===== config.mk =====
export PLATFORM = sky130hd
export DESIGN_NAME = display_scheduler
export DESIGN_NICKNAME = d
export VERILOG_FILES = /design/src/rtl/display_scheduler.sv
export SDC_FILE = /design/constraint.sdc
export NUM_CORES = 1
export LEC_CHECK = 0
export BUFFER_PORTS_ARGS = -buffer_cell sky130_fd_sc_hd__buf_4
export CAP_MARGIN = 20
export CORE_MARGIN = 1.5
export CORE_UTILIZATION = 23
export DETAILED_ROUTE_END_ITERATION = 7
export GPL_TIMING_DRIVEN = 1
export PLACE_DENSITY = 0.39
export SETUP_SLACK_MARGIN = 0.4
export SYNTH_ARGS = -nofsm -noshare
export SYNTH_HDL_FRONTEND = slang
export SYNTH_SLANG_ARGS = --single-unit
export TNS_END_PERCENT = 30

===== constraint.sdc =====
create_clock -name clk -period 5.4 [get_ports clk]
set_input_delay 1.08 -clock clk [delete_from_list [all_inputs] [get_ports clk]]
set_output_delay 1.08 -clock clk [all_outputs]
set_load 0.05 [all_outputs]

===== src/rtl/display_scheduler.sv =====
// Time-shares the signed display driver among operand A, operand B and the result.
// Freshly updated sources are shown round-robin, each for DWELL_CYCLES clocks.
//
//   state  | meaning
//   -------+----------------------------------------------------------------
//   S_IDLE | nothing shown yet (sel = 3, resultado = 0); waits for a pending source
//   S_SHOW | a source is on screen; the dwell counter runs, and a switch is
//          | allowed at terminal count
module display_scheduler #(
    parameter int DWELL_CYCLES = 50_000_000
) (
    input  logic       clk,
    input  logic       rst_n,
    input  logic [8:0] a_val,
    input  logic       a_upd,
    input  logic [8:0] b_val,
    input  logic       b_upd,
    input  logic [8:0] r_val,
    input  logic       r_upd,
    input  logic       hold,
    output logic [8:0] resultado,
    output logic [1:0] sel,
    output logic [2:0] pend
);

    localparam int CW = $clog2(DWELL_CYCLES);
    localparam logic [CW-1:0] TC = CW'(DWELL_CYCLES - 1);

    typedef enum logic {S_IDLE, S_SHOW} state_t;

    state_t        state_q, state_d;
    logic [CW-1:0] cnt_q, cnt_d;
    logic [8:0]    res_d;
    logic [1:0]    sel_d;
    logic [2:0]    pend_d;
    logic [2:0]    pend_set;
    logic [2:0]    upd;
    logic [8:0]    in_val   [3];
    logic [8:0]    shadow_q [3];
    logic [8:0]    shadow_d [3];
    logic          grant;
    logic [1:0]    gidx;
    logic          self_upd;
    logic [8:0]    self_val;

    assign upd       = {r_upd, b_upd, a_upd};
    assign in_val[0] = a_val;
    assign in_val[1] = b_val;
    assign in_val[2] = r_val;

    function automatic logic [1:0] lowest(input logic [2:0] p);
        lowest = 2'd3;
        for (int i = 2; i >= 0; i--) begin
            if (p[i]) lowest = 2'(i);
        end
    endfunction

    // Scan downwards so the closest index after s (wrapping) wins.
    function automatic logic [1:0] next_after(input logic [2:0] p, input logic [1:0] s);
        int idx;
        next_after = 2'd3;
        for (int k = 3; k >= 1; k--) begin
            idx = (int'(s) + k) % 3;
            if (p[idx]) next_after = 2'(idx);
        end
    endfunction

    always_comb begin
        state_d  = state_q;
        cnt_d    = cnt_q;
        res_d    = resultado;
        sel_d    = sel;
        pend_set = upd;
        grant    = 1'b0;
        gidx     = 2'd3;
        self_upd = 1'b0;
        self_val = '0;

        for (int i = 0; i < 3; i++) begin
            shadow_d[i] = upd[i] ? in_val[i] : shadow_q[i];
            if (sel == 2'(i) && upd[i]) begin
                self_upd = 1'b1;
                self_val = in_val[i];
            end
        end

        if (!hold) begin
            case (state_q)
                S_IDLE: begin
                    if (|pend) begin
                        grant   = 1'b1;
                        gidx    = lowest(pend);
                        state_d = S_SHOW;
                    end
                end
                S_SHOW: begin
                    // An update of the shown source refreshes in place instead of queuing.
                    if (self_upd) begin
                        res_d = self_val;
                        cnt_d = '0;
                        for (int i = 0; i < 3; i++) begin
                            if (sel == 2'(i)) pend_set[i] = 1'b0;
                        end
                    end else if (cnt_q == TC) begin
                        cnt_d = '0;
                        if (|pend) begin
                            grant = 1'b1;
                            gidx  = next_after(pend, sel);
                        end
                    end else begin
                        cnt_d = cnt_q + CW'(1);
                    end
                end
                default: ;
            endcase
        end

        pend_d = pend | pend_set;
        for (int i = 0; i < 3; i++) begin
            if (grant && gidx == 2'(i)) begin
                res_d     = shadow_d[i];
                sel_d     = gidx;
                cnt_d     = '0;
                pend_d[i] = 1'b0;
            end
        end
    end

    always_ff @(posedge clk) begin
        if (!rst_n) begin
            state_q   <= S_IDLE;
            cnt_q     <= '0;
            resultado <= '0;
            sel       <= 2'd3;
            pend      <= '0;
            for (int i = 0; i < 3; i++) shadow_q[i] <= '0;
        end else begin
            state_q   <= state_d;
            cnt_q     <= cnt_d;
            resultado <= res_d;
            sel       <= sel_d;
            pend      <= pend_d;
            for (int i = 0; i < 3; i++) shadow_q[i] <= shadow_d[i];
        end
    end

endmodule


# After elaboration in Yosys (flattened, before gate mapping)
# Memories as Yosys holds them, arrays and structs flattened.
# Index checks and enable logic that the tools add are counted.
[classes]
muxes = 58
n_eq_ne = 6
bitwise = 7
addsub = 4
div_mod_pow = 3
shifts = 0
reduce_logical = 18
mul = 0
n_lt_le_gt_ge = 3
[op_table]
columns = ["op", "n"]
rows = [
  ["$mux 9", 15],
  ["$lt 32x4->1 const B", 3],
  ["$mod 32x3->32 const B", 3],
  ["$mux 26", 2],
  ["$add 26x1->26 const B", 1],
  ["$eq 26x26->1 const B", 1],
  ["$mux 2", 13],
  ["$mux 1", 20],
  ["$mux 3", 3],
  ["$reduce_bool 4->1", 2],
  ["$add 2x2->3 const B", 2],
  ["$bmux 1 s2", 3],
  ["$logic_and 1x1->1", 6],
  ["$reduce_or 2->1", 3],
  ["$eq 2x1->1 const B", 2],
  ["$eq 2x2->1 const B", 2],
  ["$logic_not 2->1", 2],
  ["$ne 4x1->1 const B", 1],
  ["$pmux 2 s2", 1],
  ["$reduce_or 4->1", 1],
  ["$add 2x1->3 const B", 1],
  ["$not 1->1", 3],
  ["$or 1x1->1", 3],
  ["$or 3x3->3", 1],
  ["5 further kinds", 5],
]
[totals]
mem_bits_rw = 27
word_cells = 107
n_memories = 1
latchBits = 0
mem_bits_ro = 0
reg_bits = 41
[mem_list]
columns = ["name", "depth", "word_bits", "rd", "rd_clocked_by_memory_dff", "wr", "line", "source"]
rows = [
  ["shadow_q", 3, 9, 3, 0, 3, "39", "logic [8:0] shadow_q [3];"],
]

# Depth between registers and ports, before layout
# Gate-level depths: netlist of the first run.
[logic_depth]
ltp_word = 18
mapped_depth = 11
mapped_depth_nobuf = 8

# Least setup slack after synthesis of the first run
# OpenSTA, ideal clock, no wires.
[synth_timing]
kind = "flip-flop to flip-flop"
startpoint = "reg sel[0]"
endpoint = "reg resultado[5]"
slack_ns = 2.292
stages_incl_launch_ff = 10
setup_time_ns = 0.079
arrival_ns = 3.029
n_path_buf = 1
synth_period_minus_slack_ns = 3.108
cell_sequence = "dfxtp_1 inv_1 ha_1 buf_6 a222oi_1 nand2_1 or4_4 o21ai_4 mux2_2 a211oi_2"
[synth_via]
elab_chain_len = 18
word_cells_on_any_way = 54
[synth_lines]
columns = ["element", "line", "source"]
rows = [
  ["from (decl)", "22", "output logic [1:0] sel,"],
  ["from (signal assigned)", "141", "sel <= sel_d;"],
  ["parallel branches: the longest is 18 deep, another holds $mod 32x3->32", "-", ""],
  ["to (signal assigned)", "140", "resultado <= res_d;"],
  ["to (decl)", "21", "output logic [8:0] resultado,"],
]
# Several ways; the timed one is not identified. The select of a mux whose other input is x is not followed.
# A chain may end at the register's enable or synchronous reset.

# Worst setup path in the final report of the first run
[layout_timing]
startpoint = "in r_upd"
endpoint = "reg resultado[6]"
[layout_via]
elab_chain_len = 10
word_cells_on_any_way = 26
[layout_lines]
columns = ["element", "line", "source"]
rows = [
  ["from (decl)", "19", "input logic r_upd,"],
  ["parallel branches: the longest is 10 deep, another holds $ne 4x1->1", "-", ""],
]
# Several ways; the timed one is not identified. The select of a mux whose other input is x is not followed.

==> flow_metrics.env, run 1 <==
export IMPL_outcome="completed"
export IMPL_worst_pin_slew_ns=1.04
export IMPL_worstPathCellList="buf_4, a222oi_1, nand3_1, o31ai_1, o31a_1, buf_4, mux2_2, o22ai_1"
export IMPL_final_hold_violation_count=0
export IMPL_port_buffers=46
export IMPL_ir_worst_vdd_mv=0.152
export IMPL_gp_congestion=0.723
export IMPL_cts_tree="yes"
export IMPL_insertion_delay_ns=0.34
export IMPL_powerDensity_mw_per_mm2=340
export IMPL_p_clk_frac=0.394
export IMPL_crit_required_ns=5.67
export IMPL_core_mm2=0.0152
export IMPL_dr_pass1_iters=4
export IMPL_synthFlopType="dfxtp_1"
export IMPL_n_antenna_cell=0
export IMPL_initialDrtViolationCount=98
export IMPL_max_freq_mhz=281
export IMPL_post_drt_wl_per_cell_um=16.7
export IMPL_maxCapViolCount=0
export IMPL_grt_overflow_total=0
export IMPL_synth_seq_cells=68
export IMPL_crit_path_top_delay_cell="o31a_1"
export IMPL_nNetsFinal=482
export IMPL_comb_power_share=0.232
export IMPL_grt_max_degree=30
export IMPL_cts_sinks=68
export IMPL_max_slew_margin_rel=0.304
export IMPL_nFillCells=1675
export IMPL_cts_htree_levels=3
export IMPL_vias_per_cell=4.86
export IMPL_post_cts_resized=0
export IMPL_ant_nets=0
export IMPL_syn_nets=442
export IMPL_rsz0062_at_grt="no"
export IMPL_synth_cell_types=61
export IMPL_gr_usage_all_layers=0.136
export IMPL_tns_ns=0
export IMPL_seq_power_share=0.374
export IMPL_first_global_vias=3131
export IMPL_grt_pass1_wl_um=16900
export IMPL_netlist_area_mm2=0.00358
export IMPL_die_area_mm2=0.0163
export IMPL_seq_area_frac_synth=0.380
export IMPL_synth_warnings=0
export IMPL_post_route_min_period_ns=3.56
export IMPL_layout_cells_most_common="nor2_1"
export IMPL_slew_viol_final=0
export IMPL_crit_path_start_kind="input port"
export IMPL_ioPinCount=47
export IMPL_async_reset_ff_frac=0
export IMPL_synth_cells=404
export IMPL_worst_setup_path_end_kind="flip-flop"
export IMPL_cts_buffer_depth=2
export IMPL_routed_wl_um=10600
export IMPL_cp_arrival_ns=3.82
export IMPL_hpwl_um=7500
export IMPL_vias=3094
export IMPL_power_leakage_uw=0.00164
export IMPL_max_stage_delay_ns=0.64
export IMPL_setup_viol=0
export IMPL_drive_above_1_share=0.208
export IMPL_die_w_um=128
export IMPL_crit_fanout=13
export IMPL_finalCritPeriodShare=0.659
export IMPL_cts_hold_buf=0
export IMPL_p_sw_frac=0.311
export IMPL_crit_path_frequent_cell="buf_4"
export IMPL_power_internal_uw=1030
export IMPL_synth_edf_count=0
export IMPL_drc=0
export IMPL_row_count=45
export IMPL_cts_root_buf="clkbuf_16"
export IMPL_hp_class="reg -> reg"
export IMPL_antenna_found_initial=0
export IMPL_clk_pin_slew_ns=0.06
export IMPL_r2r_slack_ns=1.93
export IMPL_p_switching_uw=463
export IMPL_start_util=0.236
export IMPL_final_cell_mix="nor2_1 (72), dfxtp_1 (68), buf_4 (50)"
export IMPL_avgSynthCellArea_um2=8.87
export IMPL_cts_setup_buffers=0
export IMPL_skew_ns=0.00933
export IMPL_die_h_um=128
export IMPL_whs_ns=0.489
export IMPL_area_growth_pct=22.2
export IMPL_crit_type="in -> reg"
export IMPL_cts_buffers=9
cell families after synthesis:
| family | Yosys count | share of synthesized area |
|---|---|---|
| AND/OR/NAND/NOR | 164 | 0.229 |
| AO/OA/AOI/OAI | 76 | 0.166 |
| flip-flops | 68 | 0.380 |
| multiplexers | 41 | 0.120 |
| buffers and inverters | 31 | 0.0402 |
| XOR/XNOR | 19 | 0.0464 |
| adder cells (fa/ha/maj) | 5 | 0.0175 |
worst max-delay path, delay by kind of cell:
kind,cells,cell delay (ns)
buffers and inverters,2,0.47
AOI/OAI and AO/OA,4,1.79
muxes,1,0.34
and+or+nand+nor,1,0.14
stage by stage:
stage | cells | total power (uW) | area, um2 | utilization | worst slack, ns
floorplan | 404 | 811 | 3580 | - | 2.29
global placement | 620 | 912 | 4080 | 0.268 | 1.62
detailed placement | 620 | 916 | 4080 | 0.268 | 1.48
CTS | 635 | 1510 | 4370 | 0.288 | 1.83
global route | 636 | 1560 | 4380 | 0.288 | 1.61
finish | 636 | 1490 | 4380 | 0.288 | 1.84
metal layers:
layer  global-route usage  part of all wire  routed length, um
met4               0.0522             0.017                184
met5                    0                 0                  0
met3               0.0330             0.036                388
met1                0.171              0.48               5110
met2                0.226              0.47               4960
path summary, 6_finish.rpt:
kind,endpoint,cells past startpoint,start
setup / recovery,resultado[6]$_SDFFE_PN0P_,8,r_upd
hold / removal,shadow_q[0][2]$_SDFF_PN0_,2,shadow_q[0][2]$_SDFF_PN0_
setup reg to reg,resultado[6]$_SDFFE_PN0P_,9,sel[0]$_SDFFE_PN1P_
hold reg to reg,shadow_q[0][2]$_SDFF_PN0_,2,shadow_q[0][2]$_SDFF_PN0_
synthesized netlist by cell type, drive strengths merged, types with 7 or more instances:
cell type  instances  area [um2]
nand2             23        86.3
mux2i             27         270
nand3             11        55.1
o21ai             14        81.3
nor2              73         282
clkbuf            10        37.5
mux2              14         161
and2               8        50.1
nand4             11        83.8
a221oi            14         148
o211ai             7        52.6
inv               10        37.5
xor2              13         114
buf               11        68.8
dfxtp             68        1360
a21oi             10        50.1
area by class of cell:
type | instances | area, um2 | share of cell area
flip-flops and latches | 68 | 1360 | 0.311
inverters | 10 | 37.5 | 0.00857
multi-input cells | 305 | 2080 | 0.474
clock buffers | 11 | 243 | 0.0554
clock inverters | 4 | 50.0 | 0.0114
well taps | 188 | 235 | 0.0537
repair buffers | 50 | 375 | 0.0857
power groups by stage:
stage	Sequential, uW	Clock (uW)	Combinational [uW]
2_1_floorplan	618	0	193
3_3_place_gp	568	0	344
3_5_place_dp	567	0	348
4_1_cts	557	608	349
5_1_grt	560	624	376
6_report	557	586	345
registers in the layout (all words and copies together) (netlist names):
name and count:
resultado 9, state_q 1, pend 3, cnt_q 26, sel 2, shadow_q 27
(Power assumes the default switching activity.)
==> run 2, diff against run 1 <==
Settings changed: PLACE_DENSITY 0.39 to 0.4.
Clock period 5.4 ns to 2.95 ns, I/O delays scaled along.
==> run 2 against run 1 <==
Compared with the run above:
- highest routed layer unchanged
- combinational power up 120%
- non-clock buffer count up 25
- sequential cell count unchanged
- global-route usage down 0.058 points
- first-iteration DRC count up 52%
- die area unchanged
==> flow_metrics.env, run 2 (synthesis results as in run 1) <==
export IMPL_outcome="completed"
export IMPL_routed_wl_um=10900
export IMPL_nNetsFinal=507
export IMPL_max_stage_delay_ns=0.35
export IMPL_grt_pass1_wl_um=16900
export IMPL_first_global_vias=3114
export IMPL_whs_ns=0.483
export IMPL_crit_type="reg -> reg"
export IMPL_worst_pin_slew_ns=0.722
export IMPL_start_util=0.236
export IMPL_tns_ns=0
export IMPL_ir_worst_vdd_mv=0.272
export IMPL_nFillCells=1605
export IMPL_hpwl_um=7660
export IMPL_grt_max_degree=20
export IMPL_antenna_found_initial=0
export IMPL_layout_cells_most_common="buf_4"
export IMPL_row_count=45
export IMPL_skew_ns=0.00836
export IMPL_post_route_min_period_ns=2.61
export IMPL_holdPathStages=2
export IMPL_cts_buffer_depth=2
export IMPL_vias=3206
export IMPL_die_area_mm2=0.0163
export IMPL_ioPinCount=47
export IMPL_reg_top3="shadow_q: 27 flops, cnt_q: 26 flops, resultado: 9 flops"
export IMPL_post_drt_wl_per_cell_um=16.4
export IMPL_drive_above_1_share=0.281
export IMPL_cts_sinks=68
export IMPL_multiInputGateArea_mm2=0.00221
export IMPL_ant_nets=0
export IMPL_crit_path_start_kind="flip-flop"
export IMPL_largest_reg_flops=27
export IMPL_power_leakage_uw=0.00181
export IMPL_clk_pin_slew_ns=0.06
export IMPL_r2r_start="sel[1]$_SDFFE_PN1P_"
export IMPL_die_h_um=128
export IMPL_crit_required_ns=3.21
export IMPL_seqCellArea_mm2=0.00137
export IMPL_cp_arrival_ns=2.86
export IMPL_worstPathCellList="buf_4, ha_4, a222oi_1, buf_4, nand3_1, o31ai_4, o31a_1, buf_12, buf_6, buf_4, nor2_4, a221oi_2"
export IMPL_endpoint="resultado[0]$_SDFFE_PN0P_"
export IMPL_grt_overflow_total=0
export IMPL_initialDrtViolationCount=149
export IMPL_n_antenna_cell=0
export IMPL_slew_viol_final=0
export IMPL_crit_fanout=9
export IMPL_cts_buffers=9
export IMPL_maxCapViolCount=0
export IMPL_final_cell_mix="buf_4 (73), nor2_1 (72), dfxtp_1 (66)"
export IMPL_rr_worst_depth=12
export IMPL_max_slew_margin_rel=0.514
export IMPL_r2r_slack_ns=0.34
export IMPL_worst_setup_path_end_kind="flip-flop"
export IMPL_max_freq_mhz=383
export IMPL_gr_usage_all_layers=0.136
export IMPL_area_growth_pct=33.2
export IMPL_rr_endpoint="resultado[0]$_SDFFE_PN0P_"
export IMPL_gp_congestion=0.783
export IMPL_setup_viol=0
export IMPL_rsz0062_at_grt="yes"
export IMPL_crit_path_frequent_cell="buf_4"
export IMPL_crit_start="sel[1]$_SDFFE_PN1P_"
export IMPL_finalCritPeriodShare=0.884
export IMPL_regMostFlops="shadow_q"
export IMPL_die_w_um=128
export IMPL_powerDensity_mw_per_mm2=629
export IMPL_cts_htree_levels=3
export IMPL_insertion_delay_ns=0.34
export IMPL_drc=0
export IMPL_crit_path_top_delay_cell="dfxtp_4"
export IMPL_dr_pass1_iters=4
export IMPL_cts_tree="yes"
export IMPL_port_buffers=46
export IMPL_vias_per_cell=4.84
export IMPL_hp_class="reg -> reg"
export IMPL_cts_root_buf="clkbuf_16"
export IMPL_final_hold_violation_count=0
export IMPL_cts_hold_buf=0
export IMPL_core_mm2=0.0152
run 2: cell count changes in the layout (fill, tap and decap cells not counted), sizes merged:
cell / before / now
buf: 50 / 75
bufinv: 1 / 2
run 2: worst max-delay path, delay by kind of cell, from the launching register on:
kind | cells | cell delay, ns
flops | 1 | 0.35
fa+ha+maj | 1 | 0.18
compound gates | 4 | 1.03
simple gates | 2 | 0.17
buf+inv | 5 | 0.77
run 2: cell type report:
class / count / area share
clock buffers: 11 / 0.0532
clock inverters: 5 / 0.0170
inverters: 10 / 0.00917
multi-input cells: 305 / 0.463
flip-flops and latches: 68 / 0.287
well taps: 188 / 0.0493
repair buffers: 75 / 0.121
run 2: how the worst min path moves through the flow:
stage / startpoint / to
floorplan: shadow_q[0][2]$_SDFF_PN0_ / shadow_q[0][2]$_SDFF_PN0_
global placement: shadow_q[0][6]$_SDFF_PN0_ / shadow_q[0][6]$_SDFF_PN0_
detailed placement: shadow_q[0][6]$_SDFF_PN0_ / shadow_q[0][6]$_SDFF_PN0_
CTS: shadow_q[0][6]$_SDFF_PN0_ / shadow_q[0][6]$_SDFF_PN0_
global route: shadow_q[0][7]$_SDFF_PN0_ / shadow_q[0][7]$_SDFF_PN0_
finish: shadow_q[0][22]$_SDFF_PN0_ / shadow_q[0][22]$_SDFF_PN0_
run 2: what timing repair did:
action | CTS | global route
setup buffers | 3 | 10
pin swaps | 1 | 5
endpoints found under the setup margin | 28 | 36
gates resized for setup | 0 | 15
run 2: metal layers:
metal  up-vias  routed length [um]  track usage
met3         7                 475       0.0434
li1       1600                   -            -
met1      1543                5110        0.168
met2        56                5190        0.229
met4         0                 106       0.0324
met5         -                   0            0
run 2: report_power, final:
part | total [uW] | switching (uW) | internal [uW]
clock | 1220 | 425 | 793
combinational | 763 | 445 | 318
sequential | 1020 | 45.6 | 977
total | 3000 | 915 | 2090
run 2: metrics by stage:
step | area, um2 | utilization | std cells | worst slack [ns] | power (uW)
floorplan | 3670 | - | 404 | 0.352 | 1520
global placement | 4270 | 0.281 | 633 | 0.273 | 1730
detailed placement | 4270 | 0.281 | 633 | 0.239 | 1740
CTS | 4630 | 0.304 | 652 | 0.258 | 2980
global route | 4770 | 0.314 | 662 | 0.217 | 3150
finish | 4770 | 0.314 | 662 | 0.342 | 3000
==> run 3, diff against run 2 <==
==> constraint.sdc (replaced) <==
create_clock -name clk -period 2.95 [get_ports clk]
set_input_delay 0.59 -clock clk [delete_from_list [all_inputs] [get_ports clk]]
set_output_delay 0.59 -clock clk [all_outputs]
set_load 0.01 [all_outputs]
==> run 3 against run 2 <==
Compared with the run above:
- clock skew decreased by 0.0051 ns
- sequential power about the same
- global-route usage up 0.34 points
- sequential share of layout area down 0.38 points
- sequential cell count is the same
- clock-buffer cell count unchanged
- worst setup slack improved by 0.10 ns
- non-clock buffer count increased by 7
- power decreased by 5.3%
- cell count grew 1.1%
- worst hold slack improved by 0.0023 ns
==> flow_metrics.env, run 3 (synthesis results as in run 1) <==
export IMPL_grt_max_degree=19
export IMPL_reg_top3="shadow_q: 27 flops, cnt_q: 26 flops, resultado: 9 flops"
export IMPL_first_global_vias=3352
export IMPL_final_cell_mix="buf_4 (77), nor2_1 (72), dfxtp_1 (66)"
export IMPL_cts_sinks=68
export IMPL_vias_per_cell=4.80
export IMPL_comb_power_share=0.245
export IMPL_cts_buffers=9
export IMPL_crit_fanout=7
export IMPL_power_internal_uw=2020
export IMPL_ant_nets=0
export IMPL_hp_class="reg -> reg"
export IMPL_ioPinCount=47
export IMPL_die_area_mm2=0.0163
export IMPL_insertion_delay_ns=0.34
export IMPL_power_leakage_uw=0.00185
export IMPL_tns_ns=0
export IMPL_antenna_found_initial=0
export IMPL_port_buffers=46
export IMPL_cts_buffer_depth=2
export IMPL_regMostFlops="shadow_q"
export IMPL_crit_type="reg -> reg"
export IMPL_drc=0
export IMPL_cts_htree_levels=3
export IMPL_vias=3209
export IMPL_max_slew_margin_rel=0.644
export IMPL_finalCritPeriodShare=0.850
export IMPL_setup_viol=0
export IMPL_cp_arrival_ns=2.73
export IMPL_n_antenna_cell=0
export IMPL_post_drt_wl_per_cell_um=16.2
export IMPL_cts_tree="yes"
export IMPL_routed_wl_um=10900
export IMPL_maxCapViolCount=0
export IMPL_crit_required_ns=3.17
export IMPL_grt_pass1_wl_um=17500
export IMPL_row_count=45
export IMPL_die_w_um=128
export IMPL_p_switching_uw=820
export IMPL_gr_usage_all_layers=0.139
export IMPL_powerDensity_mw_per_mm2=588
export IMPL_dr_pass1_iters=5
export IMPL_cts_hold_buf=0
export IMPL_final_hold_violation_count=0
export IMPL_core_mm2=0.0152
export IMPL_area_growth_pct=35.0
export IMPL_seq_power_share=0.360
export IMPL_power_total_uw=2840
export IMPL_p_clk_frac=0.396
export IMPL_gp_congestion=0.776
export IMPL_clk_pin_slew_ns=0.06
export IMPL_crit_path_start_kind="flip-flop"
export IMPL_outcome="completed"
export IMPL_hp_start="shadow_q[0][6]$_SDFF_PN0_"
export IMPL_crit_start="sel[0]$_SDFFE_PN1P_"
export IMPL_hpwl_um=7640
export IMPL_final_util=0.318
export IMPL_cts_root_buf="clkbuf_16"
export IMPL_worst_setup_path_end_kind="flip-flop"
export IMPL_layout_cells_most_common="buf_4"
export IMPL_die_h_um=128
export IMPL_initialDrtViolationCount=122
export IMPL_skew_ns=0.00328
export IMPL_start_util=0.236
export IMPL_p_sw_frac=0.289
export IMPL_ir_worst_vdd_mv=0.283
export IMPL_slew_viol_final=0
export IMPL_max_freq_mhz=399
export IMPL_worst_pin_slew_ns=0.533
export IMPL_grt_overflow_total=0
export IMPL_nNetsFinal=514
export IMPL_r2r_start="sel[0]$_SDFFE_PN1P_"
export IMPL_largest_reg_flops=27
export IMPL_rsz0062_at_grt="yes"
export IMPL_post_route_min_period_ns=2.51
export IMPL_drive_above_1_share=0.297
[run 3: what timing repair did]
action | CTS | global route
resized for setup | 14 | 20
cloned | 1 | 0
buffers inserted | 14 | 1
pin swaps | 8 | 11
endpoints found under the setup margin | 40 | 40
[run 3: critical path, stage by stage (launching register included)]
cell      delay, ns
dfxtp_4        0.37
inv_4          0.05
ha_4           0.15
buf_4          0.15
o211a_1        0.23
a41oi_2        0.25
a31oi_4        0.13
o31a_1         0.35
buf_4          0.17
buf_16         0.13
buf_4          0.14
nor4_4         0.21
a211oi_2       0.07
[run 3: final cells by class]
cell class	count	area (um2)
repair buffers	82	659
multi-input cells	305	2220
flip-flops and latches	68	1370
clock inverters	5	58.8
fillers	1606	10400
inverters	10	40.0
clock buffers	11	254
well taps	188	235
[run 3: per-layer routing]
layer  global-route usage  wire [um]  vias up
met5                    0          0        -
met4               0.0436        139        0
met3               0.0380        431        9
met2                0.245       5370       52
met1                0.164       4920     1533
li1                     -          -     1615
[run 3: power by group through the flow]
stage          combinational, uW  clock [uW]  sequential [uW]
2_1_floorplan                359           0             1040
3_3_place_gp                 576           0             1040
3_5_place_dp                 581           0             1040
4_1_cts                      654        1170             1020
5_1_grt                      761        1190             1030
6_report                     695        1130             1020
[run 3: worst paths after layout]
check	end	slack, ns	cells after the start
min reg2reg	shadow_q[0][6]$_SDFF_PN0_	0.49	2
min	shadow_q[0][6]$_SDFF_PN0_	0.49	2
max reg2reg	resultado[5]$_SDFFE_PN0P_	0.44	12
max	resultado[5]$_SDFFE_PN0P_	0.44	12
[run 3: through the flow]
step / cells / cell area [um2] / hold WS, ns / worst slack (ns)
floorplan: 404 / 3600 / 0.451 / 0.386
global placement: 637 / 4230 / 0.465 / 0.224
detailed placement: 637 / 4230 / 0.473 / 0.206
CTS: 668 / 4730 / 0.488 / 0.365
global route: 669 / 4840 / 0.518 / 0.314
finish: 669 / 4840 / 0.485 / 0.442
